===== src/rtl/y86_pipe_reg.sv =====
// Stage register for the Y86 pipelined core: 1..4 slices of payload+valid with
// flush/bubble/stall control and saturating stall/bubble event counters.
module y86_pipe_reg #(
    parameter int               WIDTH   = 80,
    parameter logic [WIDTH-1:0] NOP_VAL = {WIDTH{1'b0}},
    parameter int               STAGES  = 1,
    parameter int               CNT_W   = 16
) (
    input  logic             clk,
    input  logic             reset,
    input  logic             stall,
    input  logic             bubble,
    input  logic             flush,
    input  logic [WIDTH-1:0] din,
    input  logic             din_valid,
    output logic [WIDTH-1:0] dout,
    output logic             dout_valid,
    input  logic             clr_cnt,
    output logic [CNT_W-1:0] stall_cnt,
    output logic [CNT_W-1:0] bubble_cnt
);

    if (STAGES < 1 || STAGES > 4 || WIDTH < 1 || WIDTH > 256) begin : g_param_err
        $error("y86_pipe_reg: STAGES must be 1..4 and WIDTH 1..256");
    end

    localparam logic [CNT_W-1:0] CNT_ZERO = {CNT_W{1'b0}};
    localparam logic [CNT_W-1:0] CNT_ONE  = CNT_W'(1);
    localparam logic [CNT_W-1:0] CNT_MAX  = {CNT_W{1'b1}};

    logic [WIDTH-1:0]  pay_q [STAGES];
    logic [WIDTH-1:0]  pay_d [STAGES];
    logic [STAGES-1:0] vld_q;
    logic [STAGES-1:0] vld_d;
    logic [CNT_W-1:0]  stall_cnt_q;
    logic [CNT_W-1:0]  stall_cnt_d;
    logic [CNT_W-1:0]  bubble_cnt_q;
    logic [CNT_W-1:0]  bubble_cnt_d;
    logic              stall_inc_s;
    logic              bubble_inc_s;

    // Clear wins over increment; the counter sticks at all-ones instead of wrapping.
    function automatic logic [CNT_W-1:0] sat_inc(
        input logic [CNT_W-1:0] cnt,
        input logic             inc,
        input logic             clr
    );
        logic [CNT_W-1:0] res;
        if (clr) begin
            res = CNT_ZERO;
        end else if (inc && (cnt != CNT_MAX)) begin
            res = cnt + CNT_ONE;
        end else begin
            res = cnt;
        end
        return res;
    endfunction

    // Slice next-state: flush > bubble > stall > normal advance.
    always_comb begin
        pay_d = pay_q;
        vld_d = vld_q;
        if (flush) begin
            for (int i = 0; i < STAGES; i++) begin
                pay_d[i] = NOP_VAL;
                vld_d[i] = 1'b0;
            end
        end else if (bubble) begin
            pay_d[0] = NOP_VAL;
            vld_d[0] = 1'b0;
            for (int i = 1; i < STAGES; i++) begin
                pay_d[i] = pay_q[i-1];
                vld_d[i] = vld_q[i-1];
            end
        end else if (stall) begin
            pay_d = pay_q;
            vld_d = vld_q;
        end else begin
            pay_d[0] = din;
            vld_d[0] = din_valid;
            for (int i = 1; i < STAGES; i++) begin
                pay_d[i] = pay_q[i-1];
                vld_d[i] = vld_q[i-1];
            end
        end
    end

    // Counter next-state: a stall masked by bubble or flush is not counted as a stall.
    always_comb begin
        stall_inc_s  = stall & ~bubble & ~flush;
        bubble_inc_s = bubble & ~flush;
        stall_cnt_d  = sat_inc(stall_cnt_q, stall_inc_s, clr_cnt);
        bubble_cnt_d = sat_inc(bubble_cnt_q, bubble_inc_s, clr_cnt);
    end

    // State registers; reset also scrubs payload bits to the NOP encoding.
    always_ff @(posedge clk or negedge reset) begin
        if (!reset) begin
            for (int i = 0; i < STAGES; i++) begin
                pay_q[i] <= NOP_VAL;
            end
            vld_q        <= {STAGES{1'b0}};
            stall_cnt_q  <= CNT_ZERO;
            bubble_cnt_q <= CNT_ZERO;
        end else begin
            for (int i = 0; i < STAGES; i++) begin
                pay_q[i] <= pay_d[i];
            end
            vld_q        <= vld_d;
            stall_cnt_q  <= stall_cnt_d;
            bubble_cnt_q <= bubble_cnt_d;
        end
    end

    assign dout       = pay_q[STAGES-1];
    assign dout_valid = vld_q[STAGES-1];
    assign stall_cnt  = stall_cnt_q;
    assign bubble_cnt = bubble_cnt_q;

endmodule


===== config.mk =====
export PLATFORM = sky130hd
export DESIGN_NAME = y86_pipe_reg
export DESIGN_NICKNAME = d
export VERILOG_FILES = /design/src/rtl/y86_pipe_reg.sv
export SDC_FILE = /design/constraint.sdc
export NUM_CORES = 1
export LEC_CHECK = 0
export CAP_MARGIN = 20
export CORE_MARGIN = 1
export CORE_UTILIZATION = 44
export DETAILED_ROUTE_END_ITERATION = 7
export GPL_ROUTABILITY_DRIVEN = 0
export PLACE_DENSITY_LB_ADDON = 0.3
export SYNTH_ARGS = -nofsm -noshare
export SYNTH_HDL_FRONTEND = slang
export SYNTH_SLANG_ARGS = --single-unit
export TNS_END_PERCENT = 30

===== constraint.sdc =====
create_clock -name clk -period 2.85 [get_ports clk]
set_input_delay 0.855 -clock clk [delete_from_list [all_inputs] [get_ports clk]]
set_output_delay 0.855 -clock clk [all_outputs]
set_load 0.01 [all_outputs]

==> results_dict.tcl, run 1 <==
set metrics [dict create \
    ys_seq_area_frac 0.5633 \
    final-seq-area_mm2 0.002828 \
    cp-end-kind "register" \
    synth_edf_count 0 \
    die_area_mm2 0.01184 \
    rows 38 \
    setup_tns_ps 0 \
    portBuffers 199 \
    final_cells 814 \
    cts_setup_buffers 0 \
    cts_made_buffers 17 \
    startpoint_type "input port" \
    grt_use_met2 0.4028 \
    synth_warnings 0 \
    hold_violations 0 \
    r2r_end "bubble_cnt[7]" \
    clock_skew_ps 7.694 \
    cts_tree "done" \
    hold_path_class "in2async" \
    p_per_area_mw_per_mm2 542.5 \
    core_region_area_mm2 0.01098 \
    period_minus_slack_ps 2496 \
    drive_gt1_frac 0.07715 \
    die_w_um 108.8 \
    ys_seq_elements 113 \
    grt.met1_usage 0.2758 \
    gr-usage-met3 0.09564 \
    peakVddDrop_mv 0.4444 \
    gr-total-overflow 0 \
    cts_root_buf "clkbuf_16" \
    clk_pin_slew_worst_paths_ps 50 \
    ioPinCount 200 \
    syn_avg_cell_area_um2 10.94 \
    busiest_layer "met2" \
    die_h_um 108.8 \
    ys_top_cells_by_area "dfrtp_1 56%, mux2i_1 16%, nor2_1 6.9%, a21oi_1 2.2%, o31ai_1 1.6%" \
    relSlewSlack 0.4324 \
    path_max_fanout 4 \
    required_ps 3180 \
    worst_slew_pin_slew_ps 851.4 \
    fmax_ghz 0.4006 \
    finalWirelength_um 13370 \
    r2r-start "bubble_cnt[0]" \
    cts_buffer_depth 2 \
    cts_sinks 113 \
    worstPathArrival_ps 2820 \
    reg2reg_depth 6 \
    dp_cells 782 \
    ys.flop_type "dfrtp_1" \
    htreeDepth 4 \
    synth_nets 548 \
    ant_nets 0 \
    antenna_found_initial 0 \
    p_total_mw 4.219 \
    p_leak_nw 3.412 \
    ff2ff_setup_slack_ps 500 \
    setup_violations 0 \
    drt_iter0_markers 241 \
    drc 0 \
    async_flop_share 1.000 \
    outcome "finished, final reports clean" \
    area_growth_pct 54.94 \
    synth_top_cell_by_area "dfrtp_1" \
    hpwl_um 9326 \
    synth_area_mm2 0.005020 \
    report.final.slew_viol_count 0 \
    grt_max_degree 82 \
    fillers 809 \
    insertion_delay_ps 400 \
    max_cap_viol_count 0 \
    ys_types 41 \
    first_pass_iters 5 \
    grt_pass1_vias 4473 \
    multi_input_area_mm2 0.002073 \
    layout.nets 751 \
    path_class "in2reg" \
    grt_use_total 0.2418 \
    n_antenna_cell 0 \
    synth.top_cell.area_share 0.5633 \
    cts_resized 0 \
    via_per_inst 5.392 \
    rsz0062_at_grt "false" \
    fin_crit_sh 0.8760 \
    grt_pass1_wl_um 21710 \
    syn_inst 459 \
    wl_per_cell_um 16.42 \
    vias 4389 \
    initial_core_util 0.4571 \
    hold_buffers 0 \
]
==> kinds of logic after synthesis <==
family                   synth area share
adder cells (fa/ha/maj)          0.004984
multiplexers                       0.1705
AND/OR/NAND/NOR                    0.1658
flip-flops                         0.5633
XOR/XNOR                         0.001745
AO/OA/AOI/OAI                     0.07004
buffers and inverters             0.02368
==> state kept, by name, summed over array words and instances, names as in the netlist <==
signal and count:
dout_valid 1, dout 80, bubble_cnt 16, stall_cnt 16
==> layout make-up <==
| cell class | count | share of cell area |
|---|---|---|
| clock buffers | 26 | 0.06419 |
| clock inverters | 5 | 0.01287 |
| inverters | 4 | 0.001931 |
| multi-input cells | 315 | 0.2666 |
| flip-flops and latches | 113 | 0.3636 |
| well taps | 140 | 0.02252 |
| repair buffers | 211 | 0.2683 |
==> placed cells by master, fill, tap and decap left out, types with 4 or more instances in the layout <==
master	count
clkdlybuf4s50_1	197
o31ai_1	11
nor3_1	5
o21ai_0	9
nand2_1	13
buf_4	12
or2_2	4
clkbuf_1	5
clkbuf_8	4
or3_1	10
nand3_1	9
inv_1	4
or4_1	9
nor4_1	5
clkbuf_16	17
nand4_1	7
nor2b_1	5
mux2i_1	81
nor2_1	92
mux2_2	4
a21oi_1	22
dfrtp_1	113
==> per-stage QoR <==
| stage | cell area [um^2] | hold WS, ps | utilization | setup WS, ps |
|---|---|---|---|---|
| after floorplan | 5020 | 559.2 | - | 267.8 |
| after global placement | 7173 | 502.4 | 0.6531 | -32.28 |
| after detailed placement | 7173 | 514.6 | 0.6531 | -41.61 |
| after CTS | 7772 | 338.4 | 0.7077 | 189.8 |
| after global routing | 7777 | 352.5 | 0.7081 | 278.8 |
| final | 7777 | 348.3 | 0.7081 | 353.5 |
==> worst max-delay path, cell delays in order <==
cell and delay [ps]:
clkdlybuf4s50_1 450, or3b_1 450, or3_1 410, or4_1 510, a21oi_1 150
==> power breakdown <==
group | total, mW | switching, mW | internal [mW]
clock network | 2.13 | 0.669 | 1.46
registers | 1.67 | 0.0245 | 1.65
logic | 0.421 | 0.181 | 0.240
==> synthesized netlist by cell type, drive strengths merged, types with 5 or more instances <==
cell type	instances
o21ai	9
or3	10
nand2	13
nor4	5
or4	10
buf	10
nor3	5
a21oi	22
nand3	9
clkbuf	17
nor2	92
o31ai	11
nand4	7
dfrtp	113
mux2i	81
nor2b	5
==> how the worst max path moves through the flow <==
stage / slack (ps) / startpoint / end / cells past startpoint
finish: 350 / flush / stall_cnt[12] / 5
global route: 280 / flush / stall_cnt[12] / 5
CTS: 190 / bubble_cnt[0] / bubble_cnt[10] / 6
detailed placement: -40 / flush / stall_cnt[12] / 5
global placement: -30 / flush / stall_cnt[12] / 5
floorplan: 270 / stall / stall_cnt[15] / 6
==> routing by layer <==
layer / wire (um) / up-vias
met5: 0 / -
met4: 230 / 0
met3: 1237 / 22
met1: 5212 / 2122
li1: - / 2036
met2: 6686 / 209
No activity file was read; power rests on OpenSTA's default activity.
==> run 2: changes to the inputs <==
--- a/config.mk
+++ b/config.mk
@@ -6,7 +6,6 @@
 export NUM_CORES = 1
 export LEC_CHECK = 0
 export CAP_MARGIN = 20
-export CORE_MARGIN = 1
 export CORE_UTILIZATION = 44
 export DETAILED_ROUTE_END_ITERATION = 7
 export GPL_ROUTABILITY_DRIVEN = 0
==> results of run 2 <==
Final layout, timing and power as in run 1 (identical DEF).
